===== src/rtl/irrigation_sequencer_if.sv =====
// Request/grant bundle between the irrigation decision logic and the shared water-line sequencer.
interface irrigation_sequencer_if;
   logic       tick;
   logic       fault;
   logic       refill_request;
   logic       irrigation_request;
   logic       splinker_mode;
   logic       water_supply_valvule;
   logic       splinker_bomb;
   logic       dripper_valvule;
   logic       lockout;
   logic       irrigation_timeout;
   logic [2:0] state;

   modport master (
      output tick, fault, refill_request, irrigation_request, splinker_mode,
      input  water_supply_valvule, splinker_bomb, dripper_valvule, lockout,
             irrigation_timeout, state
   );

   modport slave (
      input  tick, fault, refill_request, irrigation_request, splinker_mode,
      output water_supply_valvule, splinker_bomb, dripper_valvule, lockout,
             irrigation_timeout, state
   );
endinterface


===== src/rtl/irrigation_sequencer.sv =====
// Grants the shared water line to refill, sprinkler or dripper one at a time, with
// tick-based minimum/maximum run, an all-off dead gap between grants and a fault lockout.
module irrigation_sequencer #(
   parameter int unsigned MIN_RUN_TICKS = 4,
   parameter int unsigned MAX_RUN_TICKS = 60,
   parameter int unsigned DEAD_TICKS    = 2
) (
   input  logic                   clock,
   input  logic                   reset_n,
   irrigation_sequencer_if.slave  bus
);
   typedef enum logic [2:0] {
      ST_IDLE     = 3'd0,
      ST_REFILL   = 3'd1,
      ST_SPRINKLE = 3'd2,
      ST_DRIP     = 3'd3,
      ST_DEAD     = 3'd4,
      ST_LOCKOUT  = 3'd5
   } state_t;

   // A minimum above the counter's reach can never be met, so keep it out of 8-bit range.
   localparam logic [8:0] MIN_CNT   = (MIN_RUN_TICKS > 32'd255) ? 9'd256 : 9'(MIN_RUN_TICKS);
   localparam logic [7:0] MAX_LAST  = 8'(MAX_RUN_TICKS - 32'd1);
   localparam logic [7:0] DEAD_LAST = 8'(DEAD_TICKS - 32'd1);

   state_t     state_r;
   state_t     state_next_s;
   logic [7:0] run_cnt_r;
   logic [7:0] run_cnt_next_s;
   logic       timeout_r;
   logic       timeout_next_s;
   logic       max_hit_s;
   logic       min_done_s;
   logic       irr_exit_s;
   logic       refill_valve_r;
   logic       sprinkle_valve_r;
   logic       drip_valve_r;
   logic       lockout_r;

   // Next-state selection: fault first, then the per-state grant/release rules.
   always_comb begin
      state_next_s = state_r;
      max_hit_s    = 1'b0;
      min_done_s   = ({1'b0, run_cnt_r} >= MIN_CNT);
      irr_exit_s   = !bus.irrigation_request || bus.refill_request ||
                     (bus.splinker_mode != (state_r == ST_SPRINKLE));
      if (bus.fault) begin
         state_next_s = ST_LOCKOUT;
      end else begin
         case (state_r)
            ST_IDLE: begin
               if (bus.refill_request) begin
                  state_next_s = ST_REFILL;
               end else if (bus.irrigation_request && !timeout_r) begin
                  state_next_s = bus.splinker_mode ? ST_SPRINKLE : ST_DRIP;
               end else begin
                  state_next_s = ST_IDLE;
               end
            end
            ST_REFILL: begin
               if (!bus.refill_request && min_done_s) begin
                  state_next_s = ST_DEAD;
               end else begin
                  state_next_s = ST_REFILL;
               end
            end
            ST_SPRINKLE, ST_DRIP: begin
               if (bus.tick && (run_cnt_r == MAX_LAST)) begin
                  state_next_s = ST_DEAD;
                  max_hit_s    = 1'b1;
               end else if (min_done_s && irr_exit_s) begin
                  state_next_s = ST_DEAD;
               end else begin
                  state_next_s = state_r;
               end
            end
            ST_DEAD, ST_LOCKOUT: begin
               if (bus.tick && (run_cnt_r == DEAD_LAST)) begin
                  state_next_s = ST_IDLE;
               end else begin
                  state_next_s = state_r;
               end
            end
            default: state_next_s = ST_IDLE;
         endcase
      end
   end

   // Run counter and sticky timeout flag; a tick on a transition edge is not counted.
   always_comb begin
      run_cnt_next_s = run_cnt_r;
      timeout_next_s = timeout_r;
      if (state_next_s != state_r) begin
         run_cnt_next_s = 8'd0;
      end else if ((state_r == ST_LOCKOUT) && bus.fault) begin
         run_cnt_next_s = 8'd0;
      end else if (bus.tick && (run_cnt_r != 8'd255)) begin
         run_cnt_next_s = run_cnt_r + 8'd1;
      end else begin
         run_cnt_next_s = run_cnt_r;
      end
      if (!bus.irrigation_request) begin
         timeout_next_s = 1'b0;
      end else if (max_hit_s) begin
         timeout_next_s = 1'b1;
      end else begin
         timeout_next_s = timeout_r;
      end
   end

   // State register with outputs decoded from the next state so they move with it.
   always_ff @(posedge clock or negedge reset_n) begin
      if (!reset_n) begin
         state_r          <= ST_IDLE;
         run_cnt_r        <= 8'd0;
         timeout_r        <= 1'b0;
         refill_valve_r   <= 1'b0;
         sprinkle_valve_r <= 1'b0;
         drip_valve_r     <= 1'b0;
         lockout_r        <= 1'b0;
      end else begin
         state_r          <= state_next_s;
         run_cnt_r        <= run_cnt_next_s;
         timeout_r        <= timeout_next_s;
         refill_valve_r   <= (state_next_s == ST_REFILL);
         sprinkle_valve_r <= (state_next_s == ST_SPRINKLE);
         drip_valve_r     <= (state_next_s == ST_DRIP);
         lockout_r        <= (state_next_s == ST_LOCKOUT);
      end
   end

   assign bus.water_supply_valvule = refill_valve_r;
   assign bus.splinker_bomb        = sprinkle_valve_r;
   assign bus.dripper_valvule      = drip_valve_r;
   assign bus.lockout              = lockout_r;
   assign bus.irrigation_timeout   = timeout_r;
   assign bus.state                = state_r;
endmodule


===== src/flat_wrapper.sv =====
// flat-port wrapper written by rule: the top's interface ports become plain ports
module irrigation_sequencer_flat 
#(
   parameter int unsigned MIN_RUN_TICKS = 4,
   parameter int unsigned MAX_RUN_TICKS = 60,
   parameter int unsigned DEAD_TICKS    = 2
)
  (clock, reset_n, bus_tick, bus_fault, bus_refill_request, bus_irrigation_request, bus_splinker_mode, bus_water_supply_valvule, bus_splinker_bomb, bus_dripper_valvule, bus_lockout, bus_irrigation_timeout, bus_state);
  irrigation_sequencer_if bus_i ();
  input  logic clock;
  input  logic reset_n;
  input wire logic [$bits(bus_i.tick)-1:0] bus_tick;
  input wire logic [$bits(bus_i.fault)-1:0] bus_fault;
  input wire logic [$bits(bus_i.refill_request)-1:0] bus_refill_request;
  input wire logic [$bits(bus_i.irrigation_request)-1:0] bus_irrigation_request;
  input wire logic [$bits(bus_i.splinker_mode)-1:0] bus_splinker_mode;
  output wire logic [$bits(bus_i.water_supply_valvule)-1:0] bus_water_supply_valvule;
  output wire logic [$bits(bus_i.splinker_bomb)-1:0] bus_splinker_bomb;
  output wire logic [$bits(bus_i.dripper_valvule)-1:0] bus_dripper_valvule;
  output wire logic [$bits(bus_i.lockout)-1:0] bus_lockout;
  output wire logic [$bits(bus_i.irrigation_timeout)-1:0] bus_irrigation_timeout;
  output wire logic [$bits(bus_i.state)-1:0] bus_state;
  assign bus_i.tick = bus_tick;
  assign bus_i.fault = bus_fault;
  assign bus_i.refill_request = bus_refill_request;
  assign bus_i.irrigation_request = bus_irrigation_request;
  assign bus_i.splinker_mode = bus_splinker_mode;
  assign bus_water_supply_valvule = bus_i.water_supply_valvule;
  assign bus_splinker_bomb = bus_i.splinker_bomb;
  assign bus_dripper_valvule = bus_i.dripper_valvule;
  assign bus_lockout = bus_i.lockout;
  assign bus_irrigation_timeout = bus_i.irrigation_timeout;
  assign bus_state = bus_i.state;
  irrigation_sequencer #(.MIN_RUN_TICKS(MIN_RUN_TICKS), .MAX_RUN_TICKS(MAX_RUN_TICKS), .DEAD_TICKS(DEAD_TICKS)) u_core (.clock(clock), .reset_n(reset_n), .bus(bus_i));
endmodule

===== config.mk =====
export PLATFORM = sky130hd
export DESIGN_NAME = irrigation_sequencer_flat
export DESIGN_NICKNAME = d
export VERILOG_FILES = /design/src/rtl/irrigation_sequencer_if.sv /design/src/rtl/irrigation_sequencer.sv /design/src/flat_wrapper.sv
export SDC_FILE = /design/constraint.sdc
export NUM_CORES = 1
export LEC_CHECK = 0
export CAP_MARGIN = 20
export CORE_UTILIZATION = 45
export CTS_BUF_LIST = sky130_fd_sc_hd__clkbuf_4 sky130_fd_sc_hd__clkbuf_8
export DETAILED_ROUTE_END_ITERATION = 10
export PLACE_DENSITY = 0.67
export SLEW_MARGIN = 15
export SYNTH_ARGS = -nofsm -noshare
export SYNTH_HDL_FRONTEND = slang
export SYNTH_SLANG_ARGS = --single-unit

===== constraint.sdc =====
create_clock -name clock -period 2.12 [get_ports clock]
set_input_delay 0.424 -clock clock [delete_from_list [all_inputs] [get_ports clock]]
set_output_delay 0.424 -clock clock [all_outputs]
set_load 0.005 [all_outputs]

; Word-level counts from Yosys, hierarchy flattened
; Index checks and enable logic that the tools add are counted.
[word_totals]
input_bits = 7
out_inout_bits = 8
ramBits = 0
latch_bits = 0
romBits = 0
memories = 0
ff_bits = 16
elab_cells = 57
[op_classes]
n_addsub = 1
shifts = 0
reduce_logical = 16
n_mux = 17
n_eq_ne = 15
n_mul = 0
n_bitwise = 0
order_cmp = 1
n_div = 0
[op_table]
columns = operator, n
row1 = $mux 8, 3
row2 = $mux 3, 7
row3 = $eq 3x2->1 const B, 4
row4 = $pmux 3 s4, 1
row5 = $eq 3x3->1 const B, 3
row6 = $add 8x1->8 const B, 1
row7 = $eq 8x1->1 const B, 1
row8 = $eq 8x6->1 const B, 1
row9 = $ge 8x3->1 const B, 1
row10 = $ne 8x8->1 const B, 1
row11 = $logic_and 1x1->1, 7
row12 = $eq 3x1->1 const B, 2
row13 = $mux 1, 6
row14 = $reduce_or 2->1, 2
row15 = $logic_not 1->1, 3
row16 = $logic_not 3->1, 1
row17 = $ne 3x3->1, 1
row18 = $reduce_bool 3->1, 1
row19 = $logic_or 1x1->1, 2
row20 = $ne 2x1->1 const B, 1
row21 = $ne 1x1->1, 1

; Logic depth before layout (Yosys ltp)
; Gate-level depths: netlist of the first run.
[depth]
depth_word = 10
mapped_depth = 7
depth_no_buf = 7

; Worst setup path after synthesis of the first run
; Ideal clock, no wire load.
[synth_path]
path_kind = reg-to-reg
startpoint = register u_core.run_cnt_r[0]
endpoint = register u_core.run_cnt_r[2]
slack_ns = 0.241
stages_incl_launch_ff = 7
period_less_slack_ns = 1.879
arrival_time_ns = 1.767
path_buffers = 0
required_ns = 2.009
cell_sequence = dfrtp_1 > ha_1 > nand4_1 > and2b_2 > o41ai_4 > o311ai_4 > a2111oi_2
[synth_via]
elab_chain_cells = 8
elab_cells_between_ends = 21
cone_classes = 1 x add/sub / 1 x order compare / 4 x eq/ne / 9 x mux / 6 x reduce/logical
[synth_rtl]
columns = element, line
row1 = start: declaration, irrigation_sequencer.sv:28  ; logic [7:0] run_cnt_r;
row2 = start signal: assignment, irrigation_sequencer.sv:123  ; run_cnt_r <= run_cnt_next_s;
row3 = $ge 8x3->1, irrigation_sequencer.sv:44  ; min_done_s = ({1'b0, run_cnt_r} >= MIN_CNT);
row4 = $logic_and 1x1->1, irrigation_sequencer.sv:71  ; end else if (min_done_s && irr_exit_s) begin
row5 = $mux 3, irrigation_sequencer.sv:71
row6 = $mux 3, irrigation_sequencer.sv:68  ; if (bus.tick && (run_cnt_r == MAX_LAST)) begin
row7 = $pmux 3 s4, irrigation_sequencer.sv:50  ; case (state_r)
row8 = $mux 3, irrigation_sequencer.sv:47  ; if (bus.fault) begin
row9 = $ne 3x3->1, irrigation_sequencer.sv:93  ; if (state_next_s != state_r) begin
row10 = $reduce_bool 3->1 (no line) or $mux 8 (tied branches), -
; Parallel ways exist; a longest one is shown, timed or not. The select of a mux whose other input is x is not followed.
; A chain may end at the register's enable or synchronous reset.

; Worst setup path in the final report of the first run
; Same ends and word-level chain as after synthesis.

==> impl_metrics.env, run 1 <==
export IMPL_synthArstFlopShare_pct=100
export IMPL_synthTopCellsByCount="16 x dfrtp_1, 10 x nand2_1, 8 x inv_1, 7 x nor3_1, 5 x nor2_1"
export IMPL_hold_buffers=0
export IMPL_utilization_pct=63.2
export IMPL_critical_path_top_delay_family="compound AO/OA/AOI/OAI gates"
export IMPL_die_area_mm2=0.00254
export IMPL_cts_clk_slew_worst_paths_ps=90
export IMPL_grt_pass1_vias=847
export IMPL_diodes=0
export IMPL_crit_buf_inv=1
export IMPL_synth_top_family_by_area="simple AND/OR/NAND/NOR gates"
export IMPL_status="finished clean"
export IMPL_area_growth_pct=32.9
export IMPL_pin_count=15
export IMPL_p_clk_share_pct=20.1
export IMPL_track_usage_pct=19.7
export IMPL_ys_warnings_count=0
export IMPL_tns_ps=0
export IMPL_std_cell_rows=17
export IMPL_synth_seq_cells=16
export IMPL_switching_share_pct=34.7
export IMPL_arrival_ps=2200
export IMPL_antenna_found_initial=0
export IMPL_yosys_area_share_simple_pct=25.7
export IMPL_maxSlewHeadroom_pct=73.7
export IMPL_drt_total_wl_um=2150
export IMPL_fmax_mhz=500
export IMPL_max_cap_violations=0
export IMPL_vias_per_cell=5.48
export IMPL_crit_fanout=4
export IMPL_vias=898
export IMPL_synthMuxAreaShare_pct=0.951
export IMPL_design_area_mm2=0.00140
export IMPL_yosysTopAreaCellShare_pct=38.0
export IMPL_required_ps=2320
export IMPL_post_dp_hpwl_um=1690
export IMPL_synth_compound_area_share_pct=22.5
export IMPL_portBuffers=14
export IMPL_wl_per_cell_um=13.1
export IMPL_irDropWorstVdd_mv=0.381
export IMPL_syn_area_per_cell_um2=10.3
export IMPL_grt_max_degree=17
export IMPL_clockBufferDepth=2
export IMPL_cts_buffers=3
export IMPL_period_minus_slack_ps=2000
export IMPL_p_seq_share_pct=37.1
export IMPL_p_leak_uw=0.000622
export IMPL_grt_pass1_wl_um=3750
export IMPL_drt_pass1_iterations=4
export IMPL_pwr_share_comb_pct=42.8
export IMPL_synthAdderAreaFrac_pct=3.57
export IMPL_syn_nets=112
export IMPL_drv_slew=0
export IMPL_critPathMaxStageDelay_ps=420
export IMPL_synth_edf_count=0
export IMPL_num_nets_final=147
export IMPL_crit_type="reg2reg"
export IMPL_fin_crit_sh_pct=94.3
export IMPL_ant_nets=0
export IMPL_finalSetupViolCount=0
export IMPL_yosysMostFrequentCell="dfrtp_1"
export IMPL_start_kind="flop"
export IMPL_die_x_um=50.4
export IMPL_cts_tree="yes"
export IMPL_core_area_mm2=0.00221
export IMPL_gp_congestion=0.863
export IMPL_p_switching_uw=358
export IMPL_path_cells="ha_1 -> nand4_1 -> and2b_2 -> o32ai_2 -> o311ai_4 -> buf_4 -> a2111oi_2"
export IMPL_start_util_pct=47.6
export IMPL_syn_inst=102
export IMPL_finClkSkew_ps=2.66
export IMPL_placed_cell_area_mm2=0.00135
export IMPL_fp_dieH_um=50.4
export IMPL_clock_sinks=16
export IMPL_clkLatencyLatePin_ps=300
export IMPL_drc=0
export IMPL_drt_iter0_markers=14
export IMPL_synthesis_area_mm2=0.00105
export IMPL_htreeDepth=1
export IMPL_synth_xor_area_share_pct=4.99
export IMPL_root_buffer="clkbuf_4"
export IMPL_layout_drive_gt1_share_pct=25.7
export IMPL_p_int_uw=674
export IMPL_synthTopCellsByArea="dfrtp_1 38%, ha_1 3.6%, nand2_1 3.6%"
export IMPL_endpoint_kind="flop"
export IMPL_min_path_type="in2async"
export IMPL_worst_slew_pin_slew_ps=393
export IMPL_p_per_area_mw_per_mm2=738
export IMPL_hold_viol=0
export IMPL_worst_path_max_delay_cell="dfrtp_1"
export IMPL_synth_flop_cell="dfrtp_1"
export IMPL_overflow=0
export IMPL_synth_cell_type_count=41
export IMPL_ys_seq_area_share_pct=38.0
export IMPL_synth_area_leader_cell="dfrtp_1"
final timing paths:
path                                               start                            end  slack [ps]  depth (start not counted)
max in group asynchronous                        reset_n             u_core.bus.lockout        1500                          2
setup reg to reg                     u_core.run_cnt_r[0]            u_core.run_cnt_r[2]         120                          7
hold reg to reg            u_core.bus.irrigation_timeout  u_core.bus.irrigation_timeout         560                          1
min in group clock         u_core.bus.irrigation_timeout  u_core.bus.irrigation_timeout         560                          1
hold / removal                                   reset_n            u_core.run_cnt_r[6]         430                          2
setup / recovery                     u_core.run_cnt_r[0]            u_core.run_cnt_r[2]         120                          7
registers in the layout (all words and copies together), names as in the netlist:
name	count
u_core.bus.state	3
u_core.bus.lockout	1
u_core.bus.irrigation_timeout	1
u_core.bus.water_supply_valvule	1
u_core.bus.dripper_valvule	1
u_core.bus.splinker_bomb	1
u_core.run_cnt_r	8
routing by layer:
metal	routed length, um	global-route usage [%]	up-vias
met2	965	29.6	21
met5	0	0	-
li1	-	-	452
met1	1040	27.7	420
met4	52	10.6	0
met3	88	2.12	5
kinds of logic after synthesis:
| group | after synthesis |
|---|---|
| DFF | 16 |
| AOI/OAI and AO/OA | 23 |
| buffers and inverters | 10 |
| xor gates and xnor gates | 6 |
| muxes | 1 |
| adders and majority gates | 3 |
| and+or+nand+nor | 43 |
area by class of cell:
type	instances	area [um2]
clock buffer	4	36.3
sequential	16	400
tap	28	35.0
fill	191	813
inverter	8	30.0
multi-input combinational	76	609
timing repair buffer	32	288
worst register-to-register path, stage by stage, from the launching register on:
cell and delay, ps:
dfrtp_1 420, ha_1 230, nand4_1 90, and2b_2 270
o32ai_2 360, o311ai_4 150, buf_4 180, a2111oi_2 200
layout by cell type, fill, tap and decap left out, types with 2 or more instances in the layout:
master / count
o21ai_0: 2
inv_1: 8
nor3_4: 2
and2_1: 2
nand2_1: 10
nor4_1: 2
nor2_1: 5
a311oi_1: 2
xnor2_1: 3
dfrtp_1: 16
a2111oi_2: 2
a311o_1: 2
xor2_1: 3
nor3_1: 7
buf_4: 17
a21oi_1: 3
clkbuf_4: 3
nand3_1: 3
ha_1: 3
nand4_1: 2
nor3_2: 2
clkdlybuf4s50_1: 14
power groups by stage:
stage          clock, uW  sequential, uW  combinational, uW
2_1_floorplan          0             384                224
3_3_place_gp           0             389                419
3_5_place_dp           0             389                417
4_1_cts              214             383                420
5_1_grt              219             391                491
6_report             208             383                441
per-stage QoR:
stage                     setup WS, ps  std cells  power (uW)  hold slack, ps
final                              122        164        1030             432
after global routing             -1.39        164        1100             447
after CTS                          161        162        1020             434
after detailed placement          -161        158         806             542
after global placement            -171        158         808             535
after floorplan                    241        102         608             128
repair_timing:
action,CTS,global route
resized for setup,0,1
endpoints found under the setup margin,0,3
setup buffers,0,2
Power figures use the tool's default switching activity.
==> run 2, diff against run 1 <==
Settings changed: ABC_CLOCK_PERIOD_IN_PS set to 2120.
==> results of run 2 <==
The final DEF is identical to that of run 1; final timing and power are the same.
==> run 3, diff against run 2 <==
Settings changed: CAP_MARGIN 20 to not set, GPL_TIMING_DRIVEN set to 0.
==> run 3 against run 2 <==
Cell area down 3.0%. Power shrank 3.0%. Wire length is 4.8% higher. Utilization is 1.9 points lower. First-iteration DRC count increased by 57%. Non-clock buffer count shrank 11. Clock skew is 5.1 ps higher. Largest cell class unchanged. Via count decreased by 5.0%. Maximum frequency decreased by 1.6%. Sequential power is essentially flat. Combinational power down 5.0%. Global-route usage shrank 0.75 points.
==> impl_metrics.env, run 3 (synthesis gave the netlist of run 1 again) <==
export IMPL_p_per_area_mw_per_mm2=738
export IMPL_cts_clk_slew_worst_paths_ps=100
export IMPL_fp_dieH_um=50.4
export IMPL_place_ws_ps=-310
export IMPL_ant_nets=0
export IMPL_grt_pass1_wl_um=3600
export IMPL_worstRegToRegCells=7
export IMPL_grt_busiest_layer="met2"
export IMPL_std_cell_rows=17
export IMPL_diodes=0
export IMPL_p_clk_share_pct=19.9
export IMPL_wl_per_cell_um=14.7
export IMPL_cts_tree="yes"
export IMPL_htreeDepth=1
export IMPL_layout_drive_gt1_share_pct=21.6
export IMPL_fin_cells=153
export IMPL_rr_startpoint="u_core.run_cnt_r[0]"
export IMPL_drc=0
export IMPL_endpoint_kind="flop"
export IMPL_grt_util_met1_pct=27.1
export IMPL_clkLatencyLatePin_ps=280
export IMPL_p_leak_uw=0.000569
export IMPL_root_buffer="clkbuf_4"
export IMPL_hold_viol=0
export IMPL_worst_slew_pin_slew_ps=703
export IMPL_crit_path_end="u_core.run_cnt_r[2]"
export IMPL_rrSetupSlack_ps=100
export IMPL_antenna_found_initial=0
export IMPL_hold_slack_ps=554
export IMPL_num_nets_final=136
export IMPL_die_area_mm2=0.00254
export IMPL_die_x_um=50.4
export IMPL_min_path_type="in2async"
export IMPL_drt_iter0_markers=22
export IMPL_crit_start="bus_splinker_mode"
export IMPL_top_register="u_core.run_cnt_r"
export IMPL_vias=853
export IMPL_fin_crit_sh_pct=95.8
export IMPL_finClkSkew_ps=7.73
export IMPL_pwr_share_comb_pct=41.8
export IMPL_status="finished clean"
export IMPL_grt_use_met2_pct=30.4
export IMPL_portBuffers=14
export IMPL_largest_register_ffs=8
export IMPL_switching_share_pct=35.8
export IMPL_grtUsageMet3_pct=1.82
export IMPL_pin_count=15
export IMPL_drv_slew=0
export IMPL_final_cell_mix="15 x dfrtp_1, 14 x clkdlybuf4s50_1, 10 x nand2_1, 8 x inv_1, 7 x nor3_1"
export IMPL_clockBufferDepth=2
export IMPL_cts_buffers=3
export IMPL_p_int_uw=642
export IMPL_crit_type="in2reg"
export IMPL_irDropWorstVdd_mv=0.486
export IMPL_crit_fanout=8
export IMPL_grt_pass1_vias=771
export IMPL_nFillCells=190
export IMPL_drt_total_wl_um=2250
export IMPL_track_usage_pct=19.0
export IMPL_clock_sinks=16
export IMPL_core_area_mm2=0.00221
export IMPL_fmax_mhz=492
export IMPL_overflow=0
export IMPL_start_util_pct=47.6
export IMPL_finalSetupViolCount=0
export IMPL_p_seq_share_pct=38.3
export IMPL_gp_congestion=0.868
export IMPL_numPlacedInstances=144
export IMPL_max_cap_violations=0
export IMPL_arrival_ps=2210
export IMPL_utilization_pct=61.3
export IMPL_area_growth_pct=28.9
export IMPL_layout_commonest_cell="dfrtp_1"
export IMPL_required_ps=2300
export IMPL_period_minus_slack_ps=2030
export IMPL_setup_ws_ps=88.4
export IMPL_post_dp_hpwl_um=1610
export IMPL_maxSlewHeadroom_pct=53.0
export IMPL_p_switching_uw=359
export IMPL_drt_pass1_iterations=4
export IMPL_grt_max_degree=17
export IMPL_rr_endpoint="u_core.run_cnt_r[2]"
export IMPL_start_kind="primary input"
export IMPL_vias_per_cell=5.58
-- run 3: through the flow --
step	setup TNS [ps]	total power, uW	area, um2
CTS	-5.97	949	1270
global placement	-2450	731	1230
detailed placement	-2750	741	1230
finish	0	1000	1360
floorplan	0	608	1050
global route	-13.9	1070	1360
-- run 3: power by group through the flow --
stage | Combinational [uW] | Clock, uW | Sequential (uW)
6_report | 419 | 199 | 383
5_1_grt | 462 | 218 | 387
4_1_cts | 358 | 208 | 383
3_5_place_dp | 352 | 0 | 389
3_3_place_gp | 344 | 0 | 387
2_1_floorplan | 224 | 0 | 384
-- run 3: layout make-up --
cell class                      count  area [um2]  area share [%]
Buffer                              2        16.3            1.20
Tap cell                           28        35.0            2.58
Clock buffer                        4        36.3            2.68
Multi-Input combinational cell     76         647            47.7
Inverter                            8        30.0            2.21
Sequential cell                    16         402            29.6
Timing Repair Buffer               19         190            14.0
-- run 3: timing repair --
action                                  4_1_cts  5_1_grt
buffers inserted                              0        5
endpoints found under the setup margin        1        8
gates resized for setup                       1        8
pin swaps                                     0        6
endpoints found under the hold margin         0        0
hold buffers                                  0        0
-- run 3: critical path, stage by stage --
cell and delay, ps:
clkdlybuf4s50_1 490, xor2_1 190, a22oi_2 150, o41ai_4 410
o311ai_4 160, buf_12 170, a2111oi_2 210
-- run 3: worst min path at each step --
| stage | cells after the start | end |
|---|---|---|
| 4_1_cts | 1 | u_core.bus.irrigation_timeout |
| 3_5_place_dp | 1 | u_core.bus.irrigation_timeout |
| 3_3_place_gp | 1 | u_core.bus.irrigation_timeout |
| 5_1_grt | 1 | u_core.bus.irrigation_timeout |
| 6_report | 1 | u_core.bus.state[2] |
| 2_1_floorplan | 0 | u_core.bus.dripper_valvule |
-- run 3: routing by layer --
metal,vias to the layer above,wire [um]
li1,425,-
met1,409,1080
met2,17,1070
met3,2,78
met4,0,15
met5,-,0
